<file path="src/rtl/srl_udl_pair_if.sv">
// Bus bundle for srl_udl_pair: delay-line serial I/O plus counter control and value.
// The master side is the trigger logic driving the primitive; the slave side is the primitive itself.
interface srl_udl_pair_if #(
  parameter int WIDTH = 2
) ();

  logic             SRL_CE;
  logic             SRL_I;
  logic             SRL_O;
  logic             CNT_CE;
  logic             CNT_L;
  logic             CNT_UP;
  logic [WIDTH-1:0] CNT_D;
  logic [WIDTH-1:0] CNT_Q;

  modport master (
    output SRL_CE,
    output SRL_I,
    output CNT_CE,
    output CNT_L,
    output CNT_UP,
    output CNT_D,
    input  SRL_O,
    input  CNT_Q
  );

  modport slave (
    input  SRL_CE,
    input  SRL_I,
    input  CNT_CE,
    input  CNT_L,
    input  CNT_UP,
    input  CNT_D,
    output SRL_O,
    output CNT_Q
  );

endinterface

</file>
<file path="src/rtl/srl_udl_pair.sv">
// Paired trigger primitive: a clock-enabled shift-register delay line and an up/down
// counter with synchronous load, optionally triplicated with majority voting.
module srl_udl_pair #(
  parameter int DEPTH = 16,
  parameter int WIDTH = 2,
  parameter int TMR   = 0
) (
  input  logic          CLK,
  input  logic          RST,
  srl_udl_pair_if.slave bus
);

  // The delay line is deliberately reset-free so it can map onto SRL/LUT-RAM.
  logic [DEPTH-1:0] srl_q = '0;
  logic [DEPTH-1:0] srl_d;

  if (DEPTH == 1) begin : g_srl_single
    always_comb begin
      srl_d = srl_q;
      if (bus.SRL_CE) begin
        srl_d = bus.SRL_I;
      end
    end
  end else begin : g_srl_chain
    always_comb begin
      srl_d = srl_q;
      if (bus.SRL_CE) begin
        srl_d = {srl_q[DEPTH-2:0], bus.SRL_I};
      end
    end
  end

  always_ff @(posedge CLK) begin
    srl_q <= srl_d;
  end

  assign bus.SRL_O = srl_q[DEPTH-1];

  // Next state is always derived from the voted value so a single upset copy is scrubbed.
  logic [WIDTH-1:0] cnt_vote;
  logic [WIDTH-1:0] cnt_d;

  always_comb begin
    cnt_d = cnt_vote;
    if (bus.CNT_L) begin
      cnt_d = bus.CNT_D;
    end else if (bus.CNT_CE) begin
      if (bus.CNT_UP) begin
        cnt_d = cnt_vote + WIDTH'(1);
      end else begin
        cnt_d = cnt_vote - WIDTH'(1);
      end
    end
  end

  if (TMR != 0) begin : g_tmr
    (* keep = "true", dont_touch = "true", equivalent_register_removal = "no" *)
    logic [WIDTH-1:0] cnt0_q = '0;
    (* keep = "true", dont_touch = "true", equivalent_register_removal = "no" *)
    logic [WIDTH-1:0] cnt1_q = '0;
    (* keep = "true", dont_touch = "true", equivalent_register_removal = "no" *)
    logic [WIDTH-1:0] cnt2_q = '0;

    always_ff @(posedge CLK) begin
      if (RST) begin
        cnt0_q <= '0;
        cnt1_q <= '0;
        cnt2_q <= '0;
      end else begin
        cnt0_q <= cnt_d;
        cnt1_q <= cnt_d;
        cnt2_q <= cnt_d;
      end
    end

    assign cnt_vote = (cnt0_q & cnt1_q) | (cnt0_q & cnt2_q) | (cnt1_q & cnt2_q);
  end else begin : g_single
    logic [WIDTH-1:0] cnt_q = '0;

    always_ff @(posedge CLK) begin
      if (RST) begin
        cnt_q <= '0;
      end else begin
        cnt_q <= cnt_d;
      end
    end

    assign cnt_vote = cnt_q;
  end

  assign bus.CNT_Q = cnt_vote;

endmodule

</file>
<file path="src/flat_wrapper.sv">
// flat-port wrapper written by rule: the top's interface ports become plain ports
module srl_udl_pair_flat 
#(
  parameter int DEPTH = 16,
  parameter int WIDTH = 2,
  parameter int TMR   = 0
)
  (CLK, RST, bus_SRL_CE, bus_SRL_I, bus_CNT_CE, bus_CNT_L, bus_CNT_UP, bus_CNT_D, bus_SRL_O, bus_CNT_Q);
  srl_udl_pair_if #(.WIDTH(WIDTH)) bus_i ();
  input  logic CLK;
  input  logic RST;
  input wire logic [$bits(bus_i.SRL_CE)-1:0] bus_SRL_CE;
  input wire logic [$bits(bus_i.SRL_I)-1:0] bus_SRL_I;
  input wire logic [$bits(bus_i.CNT_CE)-1:0] bus_CNT_CE;
  input wire logic [$bits(bus_i.CNT_L)-1:0] bus_CNT_L;
  input wire logic [$bits(bus_i.CNT_UP)-1:0] bus_CNT_UP;
  input wire logic [$bits(bus_i.CNT_D)-1:0] bus_CNT_D;
  output wire logic [$bits(bus_i.SRL_O)-1:0] bus_SRL_O;
  output wire logic [$bits(bus_i.CNT_Q)-1:0] bus_CNT_Q;
  assign bus_i.SRL_CE = bus_SRL_CE;
  assign bus_i.SRL_I = bus_SRL_I;
  assign bus_i.CNT_CE = bus_CNT_CE;
  assign bus_i.CNT_L = bus_CNT_L;
  assign bus_i.CNT_UP = bus_CNT_UP;
  assign bus_i.CNT_D = bus_CNT_D;
  assign bus_SRL_O = bus_i.SRL_O;
  assign bus_CNT_Q = bus_i.CNT_Q;
  srl_udl_pair #(.DEPTH(DEPTH), .WIDTH(WIDTH), .TMR(TMR)) u_core (.CLK(CLK), .RST(RST), .bus(bus_i));
endmodule
</file>
<file path="config.mk">
export PLATFORM = sky130hd
export DESIGN_NAME = srl_udl_pair_flat
export DESIGN_NICKNAME = d
export VERILOG_FILES = /design/src/rtl/srl_udl_pair_if.sv /design/src/rtl/srl_udl_pair.sv /design/src/flat_wrapper.sv
export SDC_FILE = /design/constraint.sdc
export NUM_CORES = 1
export LEC_CHECK = 0
export ABC_AREA = 1
export BUFFER_PORTS_ARGS = -buffer_cell sky130_fd_sc_hd__buf_4
export CAP_MARGIN = 40
export CORE_MARGIN = 2
export CORE_UTILIZATION = 33
export CTS_BUF_LIST = sky130_fd_sc_hd__clkbuf_2
export CTS_CLUSTER_SIZE = 30
export DETAILED_ROUTE_END_ITERATION = 16
export PLACE_DENSITY_LB_ADDON = 0.3
export SLEW_MARGIN = 20
export SYNTH_ARGS = -nofsm -noshare
export SYNTH_HDL_FRONTEND = slang
export SYNTH_SLANG_ARGS = --single-unit
</file>
<file path="constraint.sdc">
create_clock -name CLK -period 2.2 [get_ports CLK]
set_input_delay 0.22 -clock CLK [delete_from_list [all_inputs] [get_ports CLK]]
set_output_delay 0.22 -clock CLK [all_outputs]
set_load 0.05 [all_outputs]
</file>
==> results by group <==
Power and ir drop
  – Static Leak: 0.2927 nW
  – Pwr dens: 796.8 mW/mm2
  – Max VDD drop: 0.0003338 V

Timing
  – Post-Route Skew: 0.01250 ns
  – Final Max Slew Viols: 0
  – Fmax: 904.9 MHz
  – Setup TNS: 0 ns
  – Setup violators final: 0
  – Hold WS: 0.08780 ns
  – Final Worst Setup Slack: 1.095 ns
  – Worst-Margin Slew: 0.1923 ns
  – Tcrit/Tclk final: 50.23%
  – Tmin final: 1.105 ns
  – RSZ-0062 raised after global routing: no
  – Hold Fails Final Rpt: 0
  – Max_slew headroom: 87.18%

Logic synthesis
  – Mux contribution to synthesized area: 0%
  – Syn Std Cell Area: 601.8 um2
  – Synth warnings: 0
  – Post-synth top area share: 79.83%
  – Area leader, netlist: edfxtp_1
  – Complex-gate fraction of the synthesized area: 3.742%
  – Unique masters post-synth: 8
  – Yosys reg bits: 18
  – Syn Area/Cell: 16.27 um2
  – Largest family of logic cells by synthesized area: simple AND/OR/NAND/NOR gates
  – Top cells by area, synth: edfxtp_1, dfxtp_1, nand2_1, inv_1, a21oi_1
  – Post-Synth Adder-Cell Area: 0%
  – Net Count, Synth: 46
  – Synth Area in Simple Gates: 6.653%
  – Synth Area in XOR/XNOR: 0%
  – Post-Synthesis Cells: 37
  – Seq/Total Area, Yosys: 86.49%

GRT
  – GRT overflow: 0
  – Total track usage: 8.597%
  – Vias in the first global route: 267
  – First-pass GRT wire length: 1159 um
  – Antenna violations before repair: 0
  – Pin count of the biggest net entering global routing: 17

Min path
  – Hold Path Depth: 2
  – Worst min-delay path startpoint: RST
  – Worst min-delay path class: in -> reg
  – Worst Hold Path EP: u_core.bus.CNT_Q[1]$_SDFFE_PP0P_

Worst setup path
  – R2R depth: 6
  – Delay-heaviest family, CP: flip-flops
  – CP Cell Sequence: buf_4
  – CP Depth: 1
  – Reg2Reg Setup Slack: 1.30 ns
  – Reg-to-reg endpoint: u_core.bus.CNT_Q[1]$_SDFFE_PP0P_
  – Reg-to-reg startpoint: u_core.bus.CNT_Q[0]$_SDFFE_PP0P_
  – CP Max Fanout: 4
  – Startpoint types: flip-flop
  – CP max stage delay: 0.40 ns
  – CP required: 1.98 ns
  – Critical path class: reg -> out
  – Critical path buffer and inverter count: 1
  – CP endpoint kind: output port
  – Critical Path Slowest Stage Cell: dfxtp_1
  – Worst Path Arrival: 0.89 ns

Route
  – Residual DRC: 0
  – DRT Pass-1 Iters: 3
  – Vias per std cell: 4.013
  – Total wire length: 765 um
  – Routed len/inst: 9.935 um
  – Via count: 309
  – Initial drt markers: 1
  – Antenna viol nets, final: 0

CTS
  – Clock latency on the worst-skew pair: 0.28 ns
  – Cts hold-fix bufs: 0
  – CTS Buf Count: 3
  – Cts repair resizes: 0
  – Post-CTS Setup Inserts: 0
  – CTS clk-pin slew, worst paths: 0.13 ns
  – Total clock sinks: 18
  – CTS Buffer Depth: 2
  – CTS tree: yes
  – CTS HTree Levels: 1
  – CTS root buf: clkbuf_2

Layout
  – Most frequent cells in the layout: edfxtp_1, buf_4, nand2_1
  – Antenna Cells: 0
  – Most common cell after layout, fill and taps aside: edfxtp_1
  – Share of cells above drive strength 1: 28.85%
  – Final net count: 62
  – Synth-to-layout area growth: 22.25%

Placement
  – Worst slack, placed: 1.337 ns
  – PortBufs: 11
  – Gpl congestion: 0.5926

Die
  – Initial core utilization: 34.86%
  – Io pins: 12
  – Die X-Extent: 46.71 um
  – Die height: 46.71 um
  – Core area: 0.001727 mm2
  – Die area: 0.002181 mm2
  – Row cnt: 15

Outcome
  – Status: finished, final reports clean

Flow run
  – Max cap viols: 0
state kept, by name, indices dropped and copies added, names as in the netlist:
register          flops
u_core.srl_q         16
u_core.bus.CNT_Q      2
metrics by stage:
stage               instances  util (%)  power (mW)  area [um2]
finish                     77     42.61      0.5862       735.7
global route               77     42.61      0.6199       735.7
CTS                        77     42.61      0.5987       735.7
detailed placement         73     41.45      0.4586       715.7
global placement           73     41.45      0.4585       715.7
floorplan                  37         -      0.4318       601.8
routing by layer:
layer / up-vias / GRT usage [%] / wire length, um
met5: - / 0 / 0
met4: 0 / 3.333 / 0
met3: 0 / 8.235 / 62
met2: 7 / 9.722 / 333
met1: 144 / 11.06 / 369
li1: 158 / - / -
worst max-delay path by stage:
stage	from	to	slack (ns)
6_report	u_core.bus.CNT_Q[0]$_SDFFE_PP0P_	bus_CNT_Q[0]	1.09
5_1_grt	u_core.bus.CNT_Q[1]$_SDFFE_PP0P_	bus_CNT_Q[1]	1.01
4_1_cts	u_core.bus.CNT_Q[0]$_SDFFE_PP0P_	bus_CNT_Q[0]	1.07
3_5_place_dp	u_core.bus.CNT_Q[0]$_SDFFE_PP0P_	u_core.bus.CNT_Q[1]$_SDFFE_PP0P_	1.34
3_3_place_gp	u_core.bus.CNT_Q[0]$_SDFFE_PP0P_	u_core.bus.CNT_Q[1]$_SDFFE_PP0P_	1.33
2_1_floorplan	u_core.bus.CNT_Q[0]$_SDFFE_PP0P_	u_core.bus.CNT_Q[1]$_SDFFE_PP0P_	1.04
Yosys cell counts, drive strengths merged:
cell type	n
nand2	6
a21oi	3
edfxtp	16
nand3	2
dfxtp	2
inv	5
nor2	2
a22oi	1
cell type report:
| class | instances | area, um2 |
|---|---|---|
| clock buffers | 4 | 20.02 |
| well taps | 25 | 31.28 |
| repair buffers | 11 | 82.58 |
| flip-flops and latches | 18 | 520.5 |
| inverters | 5 | 18.77 |
| multi-input cells | 14 | 62.56 |
| fillers | 172 | 991.0 |
power breakdown:
group          leakage (nW)  switching, mW  internal, mW
combinational         0.103         0.0298        0.0192
clock                0.0166         0.0873        0.0482
sequential            0.173        0.00744         0.394
total                 0.293          0.125         0.462
cells by family (layout without fill, tap and decap cells):
family | count (synthesis) | in the layout
compound gates | 4 | 4
simple gates | 10 | 10
buf+inv | 5 | 20
flops | 18 | 18
Power figures use the tool's default switching activity.
